File: src/rtl/board_pkg.sv
// rtl/board_pkg.sv - shared constants, state encoding and helpers for the brick board
//
// Purpose : common definitions for board_ctrl and board_req_arb.
// Contents: NUM_BLOCKS, IDX_W, FULL_MASK, board_state_t, idx_to_onehot().
package board_pkg;

    localparam int NUM_BLOCKS = 16;
    localparam int IDX_W      = 4;

    localparam logic [NUM_BLOCKS-1:0] FULL_MASK = 16'hFFFF;

    typedef enum logic [1:0] {
        ST_IDLE    = 2'd0,
        ST_PLAY    = 2'd1,
        ST_CLEARED = 2'd2,
        ST_RELOAD  = 2'd3
    } board_state_t;

    function automatic logic [NUM_BLOCKS-1:0] idx_to_onehot(input logic [IDX_W-1:0] idx);
        idx_to_onehot = NUM_BLOCKS'(1) << idx;
    endfunction

endpackage

File: src/rtl/board_req_arb.sv
// rtl/board_req_arb.sv - hit request handshake and fixed-priority requester select
//
// Purpose : samples requests, presents one accepted index per cycle to the
//           board, and returns a one-cycle ack qualified by the board's verdict.
// Macro   : BOARD_CTRL_AUX_REQ_EN adds a second (lower priority) requester.
// Ports   : pclk, reset          clock / synchronous active-high reset
//           i_hit_req, i_hit_idx primary request (held until ack)
//           o_hit_ack, o_hit_valid
//           i_aux_req, i_aux_idx, o_aux_ack, o_aux_valid (macro only)
//           i_eval_valid         board verdict for o_accept_idx this cycle
//           o_accept, o_accept_idx  request sampled this cycle
module board_req_arb
    import board_pkg::*;
(
    input  logic             pclk,
    input  logic             reset,
    input  logic             i_hit_req,
    input  logic [IDX_W-1:0] i_hit_idx,
    output logic             o_hit_ack,
    output logic             o_hit_valid,
`ifdef BOARD_CTRL_AUX_REQ_EN
    input  logic             i_aux_req,
    input  logic [IDX_W-1:0] i_aux_idx,
    output logic             o_aux_ack,
    output logic             o_aux_valid,
`endif
    input  logic             i_eval_valid,
    output logic             o_accept,
    output logic [IDX_W-1:0] o_accept_idx
);

    logic r_hit_ack;
    logic r_hit_valid;
    logic w_hit_sel;

    // While our ack is on the wire the requester is still dropping its
    // request, so that cycle is never sampled: one accept per two cycles.
    assign w_hit_sel = i_hit_req & ~r_hit_ack;

`ifdef BOARD_CTRL_AUX_REQ_EN
    logic r_aux_ack;
    logic r_aux_valid;
    logic w_aux_sel;

    // aux only gets a turn when hit is not being sampled, so a held hit
    // request yields to aux during its own ack cycle.
    assign w_aux_sel    = i_aux_req & ~r_aux_ack & ~w_hit_sel;
    assign o_accept     = w_hit_sel | w_aux_sel;
    assign o_accept_idx = w_hit_sel ? i_hit_idx : i_aux_idx;

    always_ff @(posedge pclk) begin
        if (reset) begin
            r_aux_ack   <= 1'b0;
            r_aux_valid <= 1'b0;
        end else begin
            r_aux_ack   <= w_aux_sel;
            r_aux_valid <= w_aux_sel & i_eval_valid;
        end
    end

    assign o_aux_ack   = r_aux_ack;
    assign o_aux_valid = r_aux_valid;
`else
    assign o_accept     = w_hit_sel;
    assign o_accept_idx = i_hit_idx;
`endif

    always_ff @(posedge pclk) begin
        if (reset) begin
            r_hit_ack   <= 1'b0;
            r_hit_valid <= 1'b0;
        end else begin
            r_hit_ack   <= w_hit_sel;
            r_hit_valid <= w_hit_sel & i_eval_valid;
        end
    end

    assign o_hit_ack   = r_hit_ack;
    assign o_hit_valid = r_hit_valid;

endmodule

File: src/rtl/board_ctrl.sv
// rtl/board_ctrl.sv - 4x4 brick map owner: hit queueing, vblank commit, score, level FSM
//
// Purpose : queues block hits as pending destroys and folds them into the
//           displayed mask only on the rising edge of vertical blank.
// Macro   : BOARD_CTRL_AUX_REQ_EN adds the aux_req/aux_idx/aux_ack/aux_valid port set.
// Ports   : pclk, reset                 clock / synchronous active-high reset
//           vblnk_in                    vertical blank, rising edge = commit
//           start                       one-cycle game start (IDLE only)
//           hit_req, hit_idx            collision request / block index
//           hit_ack, hit_valid          one-cycle ack / block was alive
//           blocks_out                  committed destroyed mask (1 = gone)
//           blocks_left                 live blocks incl. pending destroys
//           score_out, level_out        saturating score / wrapping level
//           level_clear                 pulse on entry to CLEARED
//           state_out                   IDLE=0 PLAY=1 CLEARED=2 RELOAD=3
module board_ctrl
    import board_pkg::*;
#(
    parameter int SCORE_W      = 12,
    parameter int POINTS       = 1,
    parameter int CLEAR_FRAMES = 60
) (
    input  logic                  pclk,
    input  logic                  reset,
    input  logic                  vblnk_in,
    input  logic                  start,
    input  logic                  hit_req,
    input  logic [IDX_W-1:0]      hit_idx,
    output logic                  hit_ack,
    output logic                  hit_valid,
`ifdef BOARD_CTRL_AUX_REQ_EN
    input  logic                  aux_req,
    input  logic [IDX_W-1:0]      aux_idx,
    output logic                  aux_ack,
    output logic                  aux_valid,
`endif
    output logic [NUM_BLOCKS-1:0] blocks_out,
    output logic [4:0]            blocks_left,
    output logic [SCORE_W-1:0]    score_out,
    output logic [3:0]            level_out,
    output logic                  level_clear,
    output logic [1:0]            state_out
);

    localparam int FC_W = $clog2(CLEAR_FRAMES + 1);

    board_state_t          r_state;
    board_state_t          w_next_state;
    logic                  r_vblnk_q;
    logic [NUM_BLOCKS-1:0] r_blocks;
    logic [NUM_BLOCKS-1:0] r_pending;
    logic [4:0]            r_left;
    logic [SCORE_W-1:0]    r_score;
    logic [3:0]            r_level;
    logic                  r_level_clear;
    logic [FC_W-1:0]       r_frame_cnt;

    logic                  w_vb_rise;
    logic                  w_accept;
    logic [IDX_W-1:0]      w_accept_idx;
    logic [NUM_BLOCKS-1:0] w_onehot;
    logic                  w_eval_valid;
    logic                  w_hit_ok;
    logic [NUM_BLOCKS-1:0] w_new;
    logic [NUM_BLOCKS-1:0] w_commit_mask;
    logic [SCORE_W:0]      w_score_sum;
    logic                  w_frames_done;

    board_req_arb u_arb (
        .pclk         (pclk),
        .reset        (reset),
        .i_hit_req    (hit_req),
        .i_hit_idx    (hit_idx),
        .o_hit_ack    (hit_ack),
        .o_hit_valid  (hit_valid),
`ifdef BOARD_CTRL_AUX_REQ_EN
        .i_aux_req    (aux_req),
        .i_aux_idx    (aux_idx),
        .o_aux_ack    (aux_ack),
        .o_aux_valid  (aux_valid),
`endif
        .i_eval_valid (w_eval_valid),
        .o_accept     (w_accept),
        .o_accept_idx (w_accept_idx)
    );

    assign w_vb_rise = vblnk_in & ~r_vblnk_q;

    // A block is hittable only if it is neither on screen as destroyed nor
    // already queued; this is what rejects duplicates within one frame.
    assign w_onehot      = idx_to_onehot(w_accept_idx);
    assign w_eval_valid  = (r_state == ST_PLAY) && ((w_onehot & (r_blocks | r_pending)) == '0);
    assign w_hit_ok      = w_accept & w_eval_valid;
    assign w_new         = w_hit_ok ? w_onehot : '0;

    // A hit accepted on the commit edge itself goes straight into this commit.
    assign w_commit_mask = r_blocks | r_pending | w_new;

    assign w_score_sum   = {1'b0, r_score} + (SCORE_W + 1)'(POINTS);
    assign w_frames_done = (r_frame_cnt == FC_W'(CLEAR_FRAMES - 1));

    always_ff @(posedge pclk) begin
        if (reset) begin
            r_state <= ST_IDLE;
        end else begin
            r_state <= w_next_state;
        end
    end

    always_comb begin
        w_next_state = r_state;
        case (r_state)
            ST_IDLE: begin
                if (start) begin
                    w_next_state = ST_PLAY;
                end
            end
            ST_PLAY: begin
                if (w_vb_rise && (w_commit_mask == FULL_MASK)) begin
                    w_next_state = ST_CLEARED;
                end
            end
            ST_CLEARED: begin
                if (w_vb_rise && w_frames_done) begin
                    w_next_state = ST_RELOAD;
                end
            end
            ST_RELOAD: begin
                w_next_state = ST_PLAY;
            end
            default: begin
                w_next_state = ST_IDLE;
            end
        endcase
    end

    always_ff @(posedge pclk) begin
        if (reset) begin
            r_vblnk_q     <= 1'b0;
            r_blocks      <= '0;
            r_pending     <= '0;
            r_left        <= 5'(NUM_BLOCKS);
            r_score       <= '0;
            r_level       <= '0;
            r_level_clear <= 1'b0;
            r_frame_cnt   <= '0;
        end else begin
            r_vblnk_q     <= vblnk_in;
            r_level_clear <= (r_state == ST_PLAY) && (w_next_state == ST_CLEARED);

            case (r_state)
                ST_IDLE: begin
                    r_blocks  <= '0;
                    r_pending <= '0;
                    if (start) begin
                        r_score <= '0;
                        r_level <= '0;
                    end
                end
                ST_PLAY: begin
                    if (w_hit_ok) begin
                        r_left <= r_left - 5'd1;
                        r_score <= w_score_sum[SCORE_W] ? '1 : w_score_sum[SCORE_W-1:0];
                    end
                    if (w_vb_rise) begin
                        r_blocks  <= w_commit_mask;
                        r_pending <= '0;
                    end else begin
                        r_pending <= r_pending | w_new;
                    end
                end
                ST_CLEARED: begin
                    if (w_vb_rise) begin
                        r_frame_cnt <= w_frames_done ? '0 : r_frame_cnt + FC_W'(1);
                    end
                end
                ST_RELOAD: begin
                    r_blocks    <= '0;
                    r_pending   <= '0;
                    r_left      <= 5'(NUM_BLOCKS);
                    r_level     <= r_level + 4'd1;
                    r_frame_cnt <= '0;
                end
                default: begin
                    r_pending <= '0;
                end
            endcase
        end
    end

    assign blocks_out  = r_blocks;
    assign blocks_left = r_left;
    assign score_out   = r_score;
    assign level_out   = r_level;
    assign level_clear = r_level_clear;
    assign state_out   = r_state;

endmodule
File: config.mk
export PLATFORM = sky130hd
export DESIGN_NAME = board_ctrl
export DESIGN_NICKNAME = d
export VERILOG_FILES = /design/src/rtl/board_pkg.sv /design/src/rtl/board_req_arb.sv /design/src/rtl/board_ctrl.sv
export SDC_FILE = /design/constraint.sdc
export NUM_CORES = 1
export LEC_CHECK = 0
export ABC_AREA = 0
export CAP_MARGIN = 20
export CORE_MARGIN = 3
export CORE_UTILIZATION = 55
export CTS_CLUSTER_SIZE = 25
export DETAILED_ROUTE_END_ITERATION = 10
export PLACE_DENSITY_LB_ADDON = 0.2
export RECOVER_POWER = 100
export SLEW_MARGIN = 40
export SYNTH_ARGS = -nofsm -noshare
export SYNTH_HDL_FRONTEND = slang
export SYNTH_HIERARCHICAL = 1
export SYNTH_SLANG_ARGS = --single-unit
File: constraint.sdc
create_clock -name pclk -period 3.15 [get_ports pclk]
set_input_delay 0.63 -clock pclk [delete_from_list [all_inputs] [get_ports pclk]]
set_output_delay 0.63 -clock pclk [all_outputs]
set_load 0.05 [all_outputs]
==> impl_metrics.ini, run 1 <==
[grt]
gr-total-overflow = 0
antenna_found_initial = 0
grt_pass1_wl_mm = 17.9
grt_max_degree = 51
busiest_layer = met2
grt_util_met1 = 0.386
grtUsageMet3 = 0.0520
use_met2 = 0.479
grt_pass1_vias = 3639
grt_usage = 0.301

[power]
peakVddDrop_uv = 384
switchingPower_uw = 626
pwr-share-clk = 0.371
power.share.switching = 0.306
p_int_uw = 1420
comb_power_share = 0.212
cellLeakagePower_uw = 0.00177
power_density_nw_per_um2 = 449
seq_power_share = 0.417
power.total_uw = 2040

[die]
die_area_um2 = 7570
start_util = 0.589
core_area_um2 = 6130
die_y_um = 87
pin_count = 51
fp-row-count = 28
die_w_um = 87

[synth]
synth_top_flop_cell = dfxtp_1
yosysTopAreaCellShare = 0.361
yosys_warnings = 6
async_flop_share = 0
synth_edf_count = 0
syn_area_per_cell_um2 = 7.98
synth_area_um2 = 3610
synth.yosys.seq_area_share = 0.361
synth_cell_types = 66
netlist_instances = 452
synth_top_area_cell = dfxtp_1
syn_nets = 470
synth_area_leaders = dfxtp_1 (36%), nor2_1 (7.3%), a21oi_1 (5.3%)
ys_ff_latch = 65

[worst_setup_path]
crit_fanout = 3
cp-end-kind = flip-flop
cp_data_required_time_ps = 3400
path_class = input pin to flip-flop
cp-startpoint = hit_req
arrival_ps = 3200
r2r-start = state_out[1]
startpoint_type = input pin

[clocking]
root_buffer = clkbuf_8
clock_sinks = 65
cts_tree = built
h-tree-depth = 3
clk_latency_ps = 350
postCtsHoldBufs = 0
cts.clk_slew.worst_paths_ps = 70
cts_buffer_depth = 2
cts_buffers = 9

[sta]
setup_viol = 0
hold_viol = 0
slew_headroom = 0.301
skew_ps = 10.5
worstMarginPinSlew_ps = 1050
fmax_ghz = 0.338
rsz0062_at_grt = no
period_needed_ps = 2960
final.period_utilization = 0.939
fin_ws_ps = 193
finalMaxSlewViolations = 0

[finish]
final_cells = 602
drive_gt1_frac = 0.123
antenna_cells = 0
nets = 540
post-route-util = 0.742
area_growth_pct = 26.1

[place]
place_congestion = 0.972
dp_cells = 585
placement.io_buffers = 50
post-dp-hpwl_mm = 7.86
pre_cts_slack_ps = -356

[status]
outcome = completed

[min_path]
holdCritStartpoint = blocks_out[8]
hp-class = flip-flop to flip-flop

[flow_run]
cap_violations = 0

[route]
drc = 0
drt_iter0_drc = 310
wl_per_cell_um = 18.1
via_per_inst = 6.38
ant_nets = 0
wirelength_mm = 10.9
vias = 3840
drt-pass1-iter-count = 5
==> synthesized netlist by cell type (all sizes together) (3+ instances only) <==
cell     count
a2111oi      3
a211oi      11
a21oi       38
a22oi        6
a31oi        7
a32oi       12
a41oi        6
and2         9
and3        11
buf         13
clkbuf      19
dfxtp       65
ha           9
inv         13
mux2i        3
nand2       31
nand2b       5
nand3       14
nand4        5
nor2        71
nor2b        5
nor3        15
nor3b        5
o21a         6
o21ai       22
o22ai        4
==> layout by cell type (no fill, tap or decap), drive strengths merged, types with 3 or more instances in the layout <==
cell type	synthesis	routed
a22oi	6	6
ha	9	9
dlygate4sd3	0	44
nand2	31	31
clkbuf	19	24
mux2i	3	3
nor3b	5	5
and3	11	11
a31oi	7	7
o21a	6	6
a211oi	11	11
a41oi	6	6
dlymetal6s2s	0	3
and2	9	9
buf	13	30
nand4	5	5
nand2b	5	5
o21ai	22	22
a21oi	38	38
dfxtp	65	65
o22ai	4	4
a32oi	12	12
nor3	15	15
nor2	71	71
nand3	14	14
a2111oi	3	3
nor2b	5	5
inv	13	13
==> layer usage <==
layer,up-vias,wire (µm),share of wire
met3,41,781,0.072
met1,1801,4610,0.42
met4,0,441,0.040
met5,-,0,0
met2,197,5060,0.46
li1,1801,-,-
==> power groups by stage <==
stage,Sequential (µW),Clock [µW],Combinational [µW]
after detailed placement,870,0,436
after global placement,869,0,429
final,851,759,433
after CTS,851,770,437
after global routing,853,813,466
after floorplan,909,0,241
==> stage by stage <==
stage | area, µm² | hold WS, ps | setup TNS [ps]
floorplan | 3610 | 445 | 0
global placement | 4350 | 454 | -3730
detailed placement | 4350 | 462 | -4950
CTS | 4570 | 471 | 0
global route | 4550 | 485 | 0
finish | 4550 | 466 | 0
==> worst paths after layout <==
path,end,slack [ps],depth (start not counted)
setup / recovery,level_clear,190,8
hold / removal,blocks_out[8],470,2
setup reg to reg,level_clear,270,10
hold reg to reg,blocks_out[8],470,2
==> registers in the layout (all words and copies together) (netlist names) <==
| register | count |
|---|---|
| level_out | 4 |
| score_out | 12 |
| r_vblnk_q | 1 |
| state_out | 2 |
| blocks_left | 5 |
| r_pending | 16 |
| blocks_out | 16 |
| u_arb/o_hit_valid | 1 |
| u_arb/o_hit_ack | 1 |
| r_frame_cnt | 6 |
| level_clear | 1 |
==> cell type report <==
class	count	area, µm²
Multi-Input combinational cell	342	2090
Fill cell	483	1580
Sequential cell	65	1300
Timing Repair Buffer	91	797
Clock buffer	12	165
Tap cell	75	93.8
Clock inverter	4	50.0
Inverter	13	48.8
==> critical path, cell delays in order <==
cell,delay (ps)
clkdlybuf4s50_1,520
and2b_2,180
or4b_1,460
o32a_1,350
o32a_1,220
a2111oi_4,350
nand3_1,180
a2111oi_2,310
==> repair_timing <==
action                     in CTS  in global routing
buffers inserted                0                  1
pin swaps                       1                  3
gates resized for setup         0                  8
setup endpoints to repair       1                 17
hold endpoints to repair        0                  0
==> cell families after synthesis <==
| logic type | Yosys count | share of synthesized area |
|---|---|---|
| xor gates and xnor gates | 4 | 0.00971 |
| adders and majority gates | 9 | 0.0312 |
| AOI/OAI and AO/OA | 139 | 0.271 |
| muxes | 5 | 0.0146 |
| DFF | 65 | 0.361 |
| buffers and inverters | 45 | 0.0593 |
| and+or+nand+nor | 185 | 0.254 |
No activity file was read; power rests on OpenSTA's default activity.
==> run 2, diff against run 1 <==
CAP_MARGIN = not set   (was 20)
==> results of run 2 <==
No change in the layout: final DEF, timing and power equal those of run 1.
==> patch: new RTL, config.mk and constraints of run 1 <==
Build with the macro `BOARD_CTRL_AUX_REQ_EN` defined.
--- a/src/rtl/board_req_arb.sv
+++ b/src/rtl/board_req_arb.sv
@@ -9,6 +9,8 @@
 //           i_aux_req, i_aux_idx, o_aux_ack, o_aux_valid (macro only)
 //           i_eval_valid         board verdict for o_accept_idx this cycle
 //           o_accept, o_accept_idx  request sampled this cycle
+`define BOARD_CTRL_AUX_REQ_EN
+
 module board_req_arb
     import board_pkg::*;
 (
Ports: changed (added aux_ack, aux_idx, aux_req and aux_valid); port bits go from 51 to 58. No check against the original RTL was run, so the function may have changed too.
==> patch against run 1 <==
The run now ends with max-capacitance violations, max-slew violations, negative setup slack left. Final cell count grew 6.0%. Cell area grew 12%. Power grew 9.8%. Largest power group unchanged. Setup slack lost 280 ps. Area after synthesis grew 3.2%. Critical path type unchanged. Routed wire length grew 12%. Sequential cell count grew 2.
==> patch: results (changes against run 1) <==
Status
The checks that failed: max-capacitance violations, max-slew violations, negative setup slack. Outcome: finished with violations (was finished, final reports clean).

Setup path
The reg-to-reg critical path startpoint is u_arb/o_hit_ack (was state_out[1]). The stage delay of the slowest cell on the critical path is 460 ps (was 520 ps). The start point of the critical path is aux_idx[0] (was hit_req). The data arrival time of the worst path came to 3470 ps (was 3200 ps).

The largest fanout on the critical path was 5 (was 3).

STA
The slew at the pin closest to its max-slew limit is 2413 ps (was 1048 ps). The clock skew after layout is 10.40 ps (was 10.45 ps). The setup slack of the critical path after layout is -85.80 ps (was 193.3 ps). The final-layout setup total negative slack is -91.97 ps (was 0 ps). The number of max-slew violations in the final report is 53 (was 0). The setup-violating endpoint count in the final report is 2 (was 0).

Min path
The source of the worst hold timing path is r_pending[7] (was blocks_out[8]).

Synth
The count of cell types in the netlist is 67 (was 66). The average size of a mapped cell is 8.097 um2 (was 7.983 um2). The adder and majority gate portion of the synthesized area is 3.023% (was 3.121%). Synth cell count leaders: 71 x sky130_fd_sc_hd__nor2_1, 67 x sky130_fd_sc_hd__dfxtp_1, 38 x sky130_fd_sc_hd__a21oi_1, 32 x sky130_fd_sc_hd__nand2_1, 21 x sky130_fd_sc_hd__o21ai_0 (was 70 x sky130_fd_sc_hd__nor2_1, 65 x sky130_fd_sc_hd__dfxtp_1, 38 x sky130_fd_sc_hd__a21oi_1, 31 x sky130_fd_sc_hd__nand2_1, 21 x sky130_fd_sc_hd__o21ai_0). The mux share of post-synthesis cell area was 3.023% (was 1.456%).

Ranking of synthesized cells by area: sky130_fd_sc_hd__dfxtp_1 36%, sky130_fd_sc_hd__nor2_1 7.2%, sky130_fd_sc_hd__a21oi_1 5.1% (was sky130_fd_sc_hd__dfxtp_1 36%, sky130_fd_sc_hd__nor2_1 7.3%, sky130_fd_sc_hd__a21oi_1 5.3%). The sequential cell area fraction in the yosys report is 36.01% (was 36.06%).

Drt
The iteration-0 DRC count of the detailed router is 337 (was 310). The post-detailed-route via-to-cell ratio is 6.395 (was 6.379). The detailed-routed wire length on met2 is 6011 um (was 5063 um). The total number of vias came to 4080 (was 3840). The routed wire length per instance came to 19.18 um (was 18.11 um).

Pwr
The internal power consumption was 1.483 mW (was 1.417 mW). The combinational cell power came to 622 uW (was 433 uW). The reported clock group power is 735 uW (was 759 uW).

The switching power is 760.4 uW (was 626.1 uW).

Place
The total cell area at the placement stage is 4622 um2 (was 4350 um2). The routability congestion estimate is 1.001 (was 0.9719). The number of port buffers is 57 (was 50).

GRT
The first-pass GRT wire length is 18750 um (was 17920 um). The all-layer global routing usage is 30.72% (was 30.07%). The via count of the first global-routing pass is 3785 (was 3639). The met1 global-route usage is 40.09% (was 38.63%).

Flow run
The reported max-cap violation count was 1 (was 0).

Final layout
The ratio of cells with drive above 1 in the final layout came to 21.03% (was 12.33%).
-- patch: cell count changes after synthesis, sizes merged --
cell / delta
nor4b: +1
nor3: +1
nor2: +1
nand2: +1
mux2: +4
and4bb: -1
buf: -3
dfxtp: +2
nand2b: +2
-- patch: area by class of cell --
cell class / count / area [um2]
Multi-Input combinational cell: 353 / 2382
Fill cell: 473 / 1365
Sequential cell: 67 / 1343
Timing Repair Buffer: 112 / 1023
Clock buffer: 9 / 123.9
Tap cell: 77 / 96.34
Clock inverter: 7 / 76.32
Inverter: 13 / 48.80
-- patch: worst paths after layout --
path | to | slack [ps] | cells after the start
setup reg to reg | level_clear | -20 | 11
setup / recovery | level_clear | -90 | 12
hold / removal | r_pending[7] | 470 | 2
hold reg to reg | r_pending[7] | 470 | 2
-- patch: repair_timing --
action                     CTS  global route
pin swaps                    4            14
setup buffers                3             6
setup endpoints to repair   27            21
gates resized for setup     14            31
cloned                       0             2
